==> config.mk <==
export PLATFORM = sky130hd
export DESIGN_NAME = syst_node_cplx_flat
export DESIGN_NICKNAME = d
export VERILOG_FILES = /design/src/rtl/syst_node_cplx_if.sv /design/src/rtl/syst_node_cplx.sv /design/src/flat_wrapper.sv
export SDC_FILE = /design/constraint.sdc
export NUM_CORES = 2
export LEC_CHECK = 0
export BUFFER_PORTS_ARGS = -buffer_cell sky130_fd_sc_hd__buf_2
export CORE_MARGIN = 2
export CORE_UTILIZATION = 62
export CTS_CLUSTER_SIZE = 8
export DETAILED_ROUTE_END_ITERATION = 7
export MAX_ROUTING_LAYER = met4
export PLACE_DENSITY = 0.79
export SKIP_CTS_REPAIR_TIMING = 1
export SYNTH_ARGS = -nofsm -noshare
export SYNTH_HDL_FRONTEND = slang
export SYNTH_SLANG_ARGS = --single-unit
==> constraint.sdc <==
create_clock -name clk -period 12.3 [get_ports clk]
set_input_delay 2.46 -clock clk [delete_from_list [all_inputs] [get_ports clk]]
set_output_delay 2.46 -clock clk [all_outputs]
set_load 0.005 [all_outputs]
==> src/rtl/syst_node_cplx_if.sv <==
// ----------------------------------------------------------------------------
// syst_node_cplx_if
// Groups every non-clock, non-reset signal of one complex systolic MAC node.
//   enable, conj_i, w_load, clr_ovf        : control into the node
//   w_re_i/w_im_i  -> w_re_o/w_im_o        : weight shift chain
//   x_re_i/x_im_i/valid_x_i -> *_o         : sample path, forwarded east
//   psum_re_i/psum_im_i/valid_psumm_i      : partial sum in (aligned with x)
//   psum_re_o/psum_im_o/valid_o            : partial sum out, south
//   ovf_o                                  : sticky overflow flag
// The slave modport is the node's view; the master modport is the driver's.
// ----------------------------------------------------------------------------
interface syst_node_cplx_if #(
    parameter int X_WIDTH  = 16,
    parameter int W_WIDTH  = 16,
    parameter int SI_WIDTH = 32,
    parameter int SO_WIDTH = 32
);
    logic                       enable;
    logic                       conj_i;
    logic                       w_load;
    logic                       clr_ovf;
    logic signed [W_WIDTH-1:0]  w_re_i;
    logic signed [W_WIDTH-1:0]  w_im_i;
    logic signed [W_WIDTH-1:0]  w_re_o;
    logic signed [W_WIDTH-1:0]  w_im_o;
    logic signed [X_WIDTH-1:0]  x_re_i;
    logic signed [X_WIDTH-1:0]  x_im_i;
    logic                       valid_x_i;
    logic signed [X_WIDTH-1:0]  x_re_o;
    logic signed [X_WIDTH-1:0]  x_im_o;
    logic                       valid_x_o;
    logic signed [SI_WIDTH-1:0] psum_re_i;
    logic signed [SI_WIDTH-1:0] psum_im_i;
    logic                       valid_psumm_i;
    logic signed [SO_WIDTH-1:0] psum_re_o;
    logic signed [SO_WIDTH-1:0] psum_im_o;
    logic                       valid_o;
    logic                       ovf_o;

    modport slave (
        input  enable, conj_i, w_load, clr_ovf,
        input  w_re_i, w_im_i, x_re_i, x_im_i, valid_x_i,
        input  psum_re_i, psum_im_i, valid_psumm_i,
        output w_re_o, w_im_o, x_re_o, x_im_o, valid_x_o,
        output psum_re_o, psum_im_o, valid_o, ovf_o
    );

    modport master (
        output enable, conj_i, w_load, clr_ovf,
        output w_re_i, w_im_i, x_re_i, x_im_i, valid_x_i,
        output psum_re_i, psum_im_i, valid_psumm_i,
        input  w_re_o, w_im_o, x_re_o, x_im_o, valid_x_o,
        input  psum_re_o, psum_im_o, valid_o, ovf_o
    );
endinterface

==> src/rtl/syst_node_cplx.sv <==
// ----------------------------------------------------------------------------
// syst_node_cplx
// Complex-valued systolic MAC node: psum_o = psum_i + round(x * w' >> SHIFT),
// w' = conj(w) when conj_i is high. Two pipeline stages (products, then
// combine/round/accumulate/saturate), shift-chain weight loading, sticky
// overflow flag. x is forwarded east after one cycle, psum goes south after two.
// Ports:
//   clk  : clock, rising edge
//   rst  : asynchronous active-high reset, clears every register
//   bus  : syst_node_cplx_if.slave carrying all data/control signals
// ----------------------------------------------------------------------------
module syst_node_cplx #(
    parameter int X_WIDTH  = 16,
    parameter int W_WIDTH  = 16,
    parameter int SI_WIDTH = 32,
    parameter int SO_WIDTH = 32,
    parameter int SHIFT    = 0,
    parameter int SAT      = 1
) (
    input  logic              clk,
    input  logic              rst,
    syst_node_cplx_if.slave   bus
);
    // Products live in SW bits: X+W holds any single product exactly, the two
    // extra bits absorb the re/im add/subtract and the rounding constant.
    localparam int SW = X_WIDTH + W_WIDTH + 2;
    // Accumulation width: wide enough for the shifted product plus psum with
    // no loss, so the overflow test sees the true mathematical sum.
    localparam int TW = ((SW > SO_WIDTH) ? SW : SO_WIDTH) + 2;
    localparam logic signed [TW-1:0] SO_MAX = (TW'(1) <<< (SO_WIDTH - 1)) - TW'(1);
    localparam logic signed [TW-1:0] SO_MIN = ~SO_MAX;

    logic signed [W_WIDTH-1:0]  w_re_q, w_im_q;
    logic signed [X_WIDTH-1:0]  x_re_q, x_im_q;
    logic                       valid_x_q;
    logic signed [SW-1:0]       rr_q, ii_q, ri_q, ir_q;
    logic signed [SI_WIDTH-1:0] p1_q [2];
    logic                       v1_q;
    logic signed [SO_WIDTH-1:0] psum_q [2];
    logic                       valid_q;
    logic                       ovf_q;

    // ---------------- stage 1 operands ----------------
    logic signed [SW-1:0] xr_e, xi_e, wr_e, wi_e;
    logic                 fire1;

    always_comb begin
        xr_e  = SW'(bus.x_re_i);
        xi_e  = SW'(bus.x_im_i);
        wr_e  = SW'(w_re_q);
        // Negation happens after widening so -(-2^(W-1)) is representable.
        wi_e  = bus.conj_i ? -SW'(w_im_q) : SW'(w_im_q);
        fire1 = bus.enable & bus.valid_x_i & bus.valid_psumm_i;
    end

    // ---------------- stage 2 per component (0 = re, 1 = im) ----------------
    logic signed [SW-1:0]       full_c [2];
    logic signed [SO_WIDTH-1:0] res_c  [2];
    logic                       ovf_c  [2];

    assign full_c[0] = rr_q - ii_q;
    assign full_c[1] = ri_q + ir_q;

    genvar gi;
    generate
        for (gi = 0; gi < 2; gi++) begin : g_comp
            logic signed [SW-1:0] shifted;
            logic signed [TW-1:0] sum;
            logic                 over_hi, over_lo;

            if (SHIFT > 0) begin : g_rnd
                // Round-half-up: bias by half an LSB, then floor via >>>.
                localparam logic signed [SW-1:0] RND = SW'(1) <<< (SHIFT - 1);
                assign shifted = (full_c[gi] + RND) >>> SHIFT;
            end else begin : g_nornd
                assign shifted = full_c[gi];
            end

            assign sum     = TW'(shifted) + TW'(p1_q[gi]);
            assign over_hi = (sum > SO_MAX);
            assign over_lo = (sum < SO_MIN);
            assign ovf_c[gi] = over_hi | over_lo;

            if (SAT != 0) begin : g_sat
                assign res_c[gi] = over_hi ? SO_MAX[SO_WIDTH-1:0] :
                                   over_lo ? SO_MIN[SO_WIDTH-1:0] :
                                             sum[SO_WIDTH-1:0];
            end else begin : g_wrap
                assign res_c[gi] = sum[SO_WIDTH-1:0];
            end
        end
    endgenerate

    // ---------------- registers ----------------
    always_ff @(posedge clk or posedge rst) begin
        if (rst) begin
            w_re_q    <= '0;
            w_im_q    <= '0;
            x_re_q    <= '0;
            x_im_q    <= '0;
            valid_x_q <= 1'b0;
            rr_q      <= '0;
            ii_q      <= '0;
            ri_q      <= '0;
            ir_q      <= '0;
            v1_q      <= 1'b0;
            valid_q   <= 1'b0;
            ovf_q     <= 1'b0;
            for (int i = 0; i < 2; i++) begin
                p1_q[i]   <= '0;
                psum_q[i] <= '0;
            end
        end else if (bus.enable) begin
            if (bus.w_load) begin
                w_re_q <= bus.w_re_i;
                w_im_q <= bus.w_im_i;
            end

            valid_x_q <= bus.valid_x_i;
            if (bus.valid_x_i) begin
                x_re_q <= bus.x_re_i;
                x_im_q <= bus.x_im_i;
            end

            v1_q <= fire1;
            if (fire1) begin
                rr_q    <= xr_e * wr_e;
                ii_q    <= xi_e * wi_e;
                ri_q    <= xr_e * wi_e;
                ir_q    <= xi_e * wr_e;
                p1_q[0] <= bus.psum_re_i;
                p1_q[1] <= bus.psum_im_i;
            end

            valid_q <= v1_q;
            if (v1_q) begin
                psum_q[0] <= res_c[0];
                psum_q[1] <= res_c[1];
            end

            // A fresh overflow outranks a clear arriving on the same edge.
            if (v1_q && (ovf_c[0] || ovf_c[1]))
                ovf_q <= 1'b1;
            else if (bus.clr_ovf)
                ovf_q <= 1'b0;
        end
    end

    assign bus.w_re_o    = w_re_q;
    assign bus.w_im_o    = w_im_q;
    assign bus.x_re_o    = x_re_q;
    assign bus.x_im_o    = x_im_q;
    assign bus.valid_x_o = valid_x_q;
    assign bus.psum_re_o = psum_q[0];
    assign bus.psum_im_o = psum_q[1];
    assign bus.valid_o   = valid_q;
    assign bus.ovf_o     = ovf_q;
endmodule

==> src/flat_wrapper.sv <==
// flat-port wrapper written by rule: the top's interface ports become plain ports
module syst_node_cplx_flat 
#(
    parameter int X_WIDTH  = 16,
    parameter int W_WIDTH  = 16,
    parameter int SI_WIDTH = 32,
    parameter int SO_WIDTH = 32,
    parameter int SHIFT    = 0,
    parameter int SAT      = 1
)
  (clk, rst, bus_enable, bus_conj_i, bus_w_load, bus_clr_ovf, bus_w_re_i, bus_w_im_i, bus_x_re_i, bus_x_im_i, bus_valid_x_i, bus_psum_re_i, bus_psum_im_i, bus_valid_psumm_i, bus_w_re_o, bus_w_im_o, bus_x_re_o, bus_x_im_o, bus_valid_x_o, bus_psum_re_o, bus_psum_im_o, bus_valid_o, bus_ovf_o);
  syst_node_cplx_if #(.X_WIDTH(X_WIDTH), .W_WIDTH(W_WIDTH), .SI_WIDTH(SI_WIDTH), .SO_WIDTH(SO_WIDTH)) bus_i ();
  input  logic clk;
  input  logic rst;
  input wire logic [$bits(bus_i.enable)-1:0] bus_enable;
  input wire logic [$bits(bus_i.conj_i)-1:0] bus_conj_i;
  input wire logic [$bits(bus_i.w_load)-1:0] bus_w_load;
  input wire logic [$bits(bus_i.clr_ovf)-1:0] bus_clr_ovf;
  input wire logic [$bits(bus_i.w_re_i)-1:0] bus_w_re_i;
  input wire logic [$bits(bus_i.w_im_i)-1:0] bus_w_im_i;
  input wire logic [$bits(bus_i.x_re_i)-1:0] bus_x_re_i;
  input wire logic [$bits(bus_i.x_im_i)-1:0] bus_x_im_i;
  input wire logic [$bits(bus_i.valid_x_i)-1:0] bus_valid_x_i;
  input wire logic [$bits(bus_i.psum_re_i)-1:0] bus_psum_re_i;
  input wire logic [$bits(bus_i.psum_im_i)-1:0] bus_psum_im_i;
  input wire logic [$bits(bus_i.valid_psumm_i)-1:0] bus_valid_psumm_i;
  output wire logic [$bits(bus_i.w_re_o)-1:0] bus_w_re_o;
  output wire logic [$bits(bus_i.w_im_o)-1:0] bus_w_im_o;
  output wire logic [$bits(bus_i.x_re_o)-1:0] bus_x_re_o;
  output wire logic [$bits(bus_i.x_im_o)-1:0] bus_x_im_o;
  output wire logic [$bits(bus_i.valid_x_o)-1:0] bus_valid_x_o;
  output wire logic [$bits(bus_i.psum_re_o)-1:0] bus_psum_re_o;
  output wire logic [$bits(bus_i.psum_im_o)-1:0] bus_psum_im_o;
  output wire logic [$bits(bus_i.valid_o)-1:0] bus_valid_o;
  output wire logic [$bits(bus_i.ovf_o)-1:0] bus_ovf_o;
  assign bus_i.enable = bus_enable;
  assign bus_i.conj_i = bus_conj_i;
  assign bus_i.w_load = bus_w_load;
  assign bus_i.clr_ovf = bus_clr_ovf;
  assign bus_i.w_re_i = bus_w_re_i;
  assign bus_i.w_im_i = bus_w_im_i;
  assign bus_i.x_re_i = bus_x_re_i;
  assign bus_i.x_im_i = bus_x_im_i;
  assign bus_i.valid_x_i = bus_valid_x_i;
  assign bus_i.psum_re_i = bus_psum_re_i;
  assign bus_i.psum_im_i = bus_psum_im_i;
  assign bus_i.valid_psumm_i = bus_valid_psumm_i;
  assign bus_w_re_o = bus_i.w_re_o;
  assign bus_w_im_o = bus_i.w_im_o;
  assign bus_x_re_o = bus_i.x_re_o;
  assign bus_x_im_o = bus_i.x_im_o;
  assign bus_valid_x_o = bus_i.valid_x_o;
  assign bus_psum_re_o = bus_i.psum_re_o;
  assign bus_psum_im_o = bus_i.psum_im_o;
  assign bus_valid_o = bus_i.valid_o;
  assign bus_ovf_o = bus_i.ovf_o;
  syst_node_cplx #(.X_WIDTH(X_WIDTH), .W_WIDTH(W_WIDTH), .SI_WIDTH(SI_WIDTH), .SO_WIDTH(SO_WIDTH), .SHIFT(SHIFT), .SAT(SAT)) u_core (.clk(clk), .rst(rst), .bus(bus_i));
endmodule
Word level (Yosys, flattened, before mapping)
Index checks and enable logic that the tools add are counted.
- add/sub/neg operators: 5
- multiply operators: 4
- divide/modulo/power cells: 0
- order comparisons: 4
- equality and inequality tests: 0
- shift operators: 0
- multiplexer cells: 7
- bitwise logic cells: 4
- reductions and logical operators: 8
- operator list (kind ; number):
    $mux W32 ; 4
    $gt A36 B32 Y1 const B ; 2
    $lt A36 B32 Y1 const B ; 2
    $add A34 B32 Y35 ; 2
    $mul A16 B34 Y34 ; 2
    $mul A16 B16 Y32 ; 2
    $add A34 B34 Y34 ; 1
    $mux W34 ; 1
    $neg A16 Y34 ; 1
    $sub A34 B34 Y34 ; 1
    $reduce_and A2 Y1 ; 5
    $and A1 B1 Y1 ; 2
    $mux W1 ; 2
    $or A1 B1 Y1 ; 2
    $reduce_bool A2 Y1 ; 1
    $logic_and A1 B1 Y1 ; 1
    $logic_or A1 B1 Y1 ; 1
- flip-flop bits (word level): 332
- latch bits: 0
- RAM bits: 0
- memory bits (read-only): 0
- input port bits: 136
- output and inout bits: 131
- word-level logic and storage cells: 48
- memories: 0

Logic depth before layout (Yosys ltp)
- depth in word-level cells: 8
- gate-level depth with buffers: 35
- gate-level depth less buffers: 33

Least setup slack after synthesis
Ideal clock, no wire load.
- path kind: input port to flip-flop
- start point: in bus_conj_i
- end point: reg u_core.ri_q[33]
- data arrival time: 9.555 ns
- slack: 2.616 ns
- stages: 30
- path buffers: 4
- cell sequence: clkbuf_1 clkbuf_1 buf_1 o21ai_0 xnor2_1 clkbuf_1 nand2_1 fa_1 inv_1 fa_1 inv_1 fa_1 inv_1 fa_1 inv_1 fa_1 inv_1 fa_1 ha_1 o21a_1 o21a_1 o21ai_0 a21oi_1 o22ai_1 o31ai_1 a2111oi_0 o21ai_0 a31oi_1 xnor2_1 o21ai_1
- word-level cells in the longest chain between the ends: 2
- RTL lines (item ; RTL line ; RTL):
    start: declaration ; flat_wrapper.sv:16 ; input wire logic [$bits(bus_i.conj_i)-1:0] bus_conj_i;
    $mux W34 ; syst_node_cplx.sv:52 ; wi_e = bus.conj_i ? -SW'(w_im_q) : SW'(w_im_q);
    $mul A16 B34 Y34 ; syst_node_cplx.sv:129 ; ri_q <= xr_e * wi_e;
    end signal: assignment ; syst_node_cplx.sv:129 ;
    end: declaration ; syst_node_cplx.sv:36 ; logic signed [SW-1:0] rr_q, ii_q, ri_q, ir_q;
Every way passes these cells.
A chain may end at the register's enable or synchronous reset.

Worst setup path after layout
- start point: in bus_conj_i
- end point: reg u_core.ii_q[29]
- word-level cells in the longest chain between the ends: 2
- RTL lines (item ; RTL line ; RTL):
    $mux W34 ; syst_node_cplx.sv:52 ;
    $mul A16 B34 Y34 ; syst_node_cplx.sv:128 ; ii_q <= xi_e * wi_e;
    end signal: assignment ; syst_node_cplx.sv:128 ;
    end: declaration ; syst_node_cplx.sv:36 ;
Every way passes these cells.

==> reports/results.txt <==
Yosys Warn Count: 0
Crit path largest cell delay: 0.69 ns
GRT Total Usage: 34.8%
H-tree depth: 2
Clk buf depth: 3
Via Count: 49400
Layout cell share with drive strength beyond 1: 7.18%
#FFs+latches synth: 328
CTS buffer count: 49
Slew margin rel.: 26.6%
First-pass GRT wire length: 282000 um
CTS tree: built
Die ar.: 106000 um2
Startpoint Class: input port
Hold Path Sink: u_core.ri_q[0]$_DFFE_PP0P_
Via density per instance: 5.69
Worst Setup End Kind: register
HPWL Detailed: 135000 um
WL final: 173000 um
# fillers: 8363
Worst flop-to-flop path startpoint: u_core.bus.w_im_o[0]$_DFFE_PP0P_
Initial antenna violation count: 4
Setup tns final: 0 ns
RSZ-0062 raised after global routing: false
Post-layout min period: 9.74 ns
Arrival @ worst endpoint: 10.25 ns
Capturing point of the worst reg2reg path: u_core.ri_q[33]$_DFFE_PP0P_
Seq/Total Area, Yosys: 12.8%
Worst Hold Depth: 2
Ys async rst share: 100%
Number of port buffers: 266
Crit Path Max Fanout: 27
Mapped Nets: 9073
Die X: 325 um
Worst setup margin: 2.56 ns
Post-DRT Antenna Nets: 0
Starting DRT DRC Count: 3592
Syn Area/Cell: 8.83 um2
Hold_sp: u_core.ri_q[0]$_DFFE_PP0P_
Final Skew: 0.0519 ns
Gpl congestion: 1.03
Max Slew Vio Count: 0
Worst-case reg-to-reg path depth: 32
Vias in the first global route: 52800
Rows: 117
Max-Cap Viols: 0
# clock sinks: 328
Critical path required time: 12.81 ns
Largest net degree at the start of global routing: 236
Bufs and invs on worst path: 7
Total Nets Final: 9127
Worst R2R Setup Slack: 2.74 ns
Final Hold Vio Count: 0
Top Family by Delay on Critical Path: adder cells
Ports: 267
Place WS: 1.98 ns
Worst path slowest cell: xnor2_2
Height of the die: 325 um
Worst-Margin Slew: 1.10 ns
Final setup vio count: 0
Most used cell, CP: fa_1
Fmax: 103 MHz
Run status: finished clean
CTS clk-pin slew, worst paths: 0.05 ns
Syn Std Cell Area: 64000 um2
Worst-Skew Late Latency: 0.68 ns
Area grow syn2layout: 6.03%
Routed length per instance: 19.9 um
WS Path Type: in -> reg
Grt ovf: 0
EDFF count, synth: 0
Top FF cell, synth: dfrtp_1
Tcrit/Tclk final: 79.2%
Synth cell types: 81
Initial Util: 62.7%
Hold crit path type: reg -> reg
CTS Root Cell: clkbuf_16
# DRC: 0
Post-Synthesis Cells: 7250
Core ar.: 102000 um2
First drt pass iteration count: 6
-- cells in the mapped netlist (8+ instances only) --
| library cell | n | area, um2 |
|---|---|---|
| nand2_1 | 1241 | 4660 |
| or2_2 | 15 | 93.8 |
| xnor2_1 | 205 | 1800 |
| nand4_1 | 12 | 75.1 |
| o21ai_1 | 13 | 65.1 |
| xor2_1 | 98 | 858 |
| nor2_1 | 177 | 664 |
| nand2b_1 | 66 | 413 |
| o31ai_1 | 17 | 128 |
| a31oi_1 | 24 | 150 |
| fa_1 | 1192 | 23900 |
| nor3_1 | 36 | 180 |
| o21a_1 | 36 | 270 |
| clkbuf_1 | 328 | 1230 |
| ha_1 | 495 | 6190 |
| dfrtp_1 | 328 | 8210 |
| inv_1 | 1475 | 5540 |
| and4_1 | 8 | 70.1 |
| a211oi_1 | 17 | 128 |
| a211o_1 | 13 | 114 |
| o21bai_1 | 38 | 285 |
| nor2b_1 | 51 | 319 |
| a21oi_1 | 212 | 1060 |
| mux2_2 | 62 | 698 |
| and3_1 | 16 | 100 |
| nand3_1 | 83 | 415 |
| a21o_1 | 120 | 901 |
| or3_1 | 12 | 75.1 |
| o211ai_1 | 17 | 128 |
| and2_1 | 487 | 3050 |
| o21ai_0 | 232 | 1160 |
-- placed cells by master, fill, tap and decap left out, types with 13 or more instances in the layout --
cell,n
inv_1,1474
nand2_1,1239
fa_1,1192
ha_1,495
and2_1,486
dfrtp_1,328
buf_2,266
o21ai_0,232
a21oi_1,210
xnor2_1,193
nor2_1,177
a21o_1,119
xor2_1,97
nand3_1,82
buf_4,79
nand2b_1,66
mux2_2,62
nor2b_1,51
clkbuf_16,49
o21bai_1,37
o21a_1,36
nor3_1,36
a31oi_1,24
o31ai_1,17
o211ai_1,17
a211oi_1,17
and3_1,15
or2_2,15
o21ai_1,13
a211o_1,13
-- cell families after synthesis --
logic type      share of synthesized area (%)
compound gates                           8.09
xor+xnor                                 4.18
fa+ha+maj                                47.0
buf+inv                                  10.7
flops                                    12.8
mux                                      1.11
simple gates                             16.1
-- registers in the layout, indices dropped and copies added, names as in the netlist --
signal,count
u_core.bus.ovf_o,1
u_core.bus.psum_im_o,32
u_core.bus.psum_re_o,32
u_core.bus.valid_o,1
u_core.bus.valid_x_o,1
u_core.bus.w_im_o,16
u_core.bus.w_re_o,16
u_core.bus.x_im_o,16
u_core.bus.x_re_o,16
u_core.ii_q,34
u_core.ir_q,32
u_core.p1_q,64
u_core.ri_q,34
u_core.rr_q,32
u_core.v1_q,1
-- worst min-delay path, stage by stage (launching register included) --
cell and delay (ns):
dfrtp_1 0.34, nand2_1 0.05, nand2_1 0.05
-- cell type report --
type                            count  area (um2)  share of cell area (%)
Multi-Input combinational cell   5104       49100                    72.3
Antenna cell                        4        10.0                  0.0147
Clock buffer                       58        1290                    1.90
Tap cell                         1368        1710                    2.52
Sequential cell                   328        8210                    12.1
Timing Repair Buffer              346        1940                    2.86
Clock inverter                      6        77.6                   0.114
Inverter                         1475        5540                    8.17
-- stage by stage --
stage	instances	utilization, %	area [um2]	hold WS [ns]
final	8689	66.5	67900	0.477
after global routing	8689	66.5	67900	0.501
after CTS	8685	66.5	67900	0.480
after detailed placement	8621	65.2	66500	0.466
after global placement	8621	65.2	66500	0.458
after floorplan	7250	-	64000	0.443
-- worst max-delay path by stage --
stage	from	endpoint	slack, ns	cells past startpoint
floorplan	rst	u_core.bus.ovf_o$_DFFE_PP0P_	0.76	1
CTS	bus_conj_i	u_core.ii_q[29]$_DFFE_PP0P_	2.71	28
global route	bus_conj_i	u_core.ri_q[33]$_DFFE_PP0P_	2.17	27
detailed placement	bus_conj_i	u_core.ii_q[29]$_DFFE_PP0P_	1.98	28
finish	bus_conj_i	u_core.ii_q[29]$_DFFE_PP0P_	2.56	28
global placement	bus_conj_i	u_core.ii_q[29]$_DFFE_PP0P_	2.24	28
-- per-layer routing --
metal | up-vias | wire (um) | track usage, % | share of wire, %
li1 | 22000 | - | - | -
met1 | 24800 | 69100 | 45.1 | 40
met2 | 2142 | 78300 | 53.4 | 45
met3 | 465 | 16000 | 6.81 | 9.3
met4 | 0 | 9290 | 15.4 | 5.4
met5 | - | 0 | - | 0
Power is left out: the tool's default activity adds up to more than one toggle a clock period on the data nets, which glitch-free logic cannot reach.
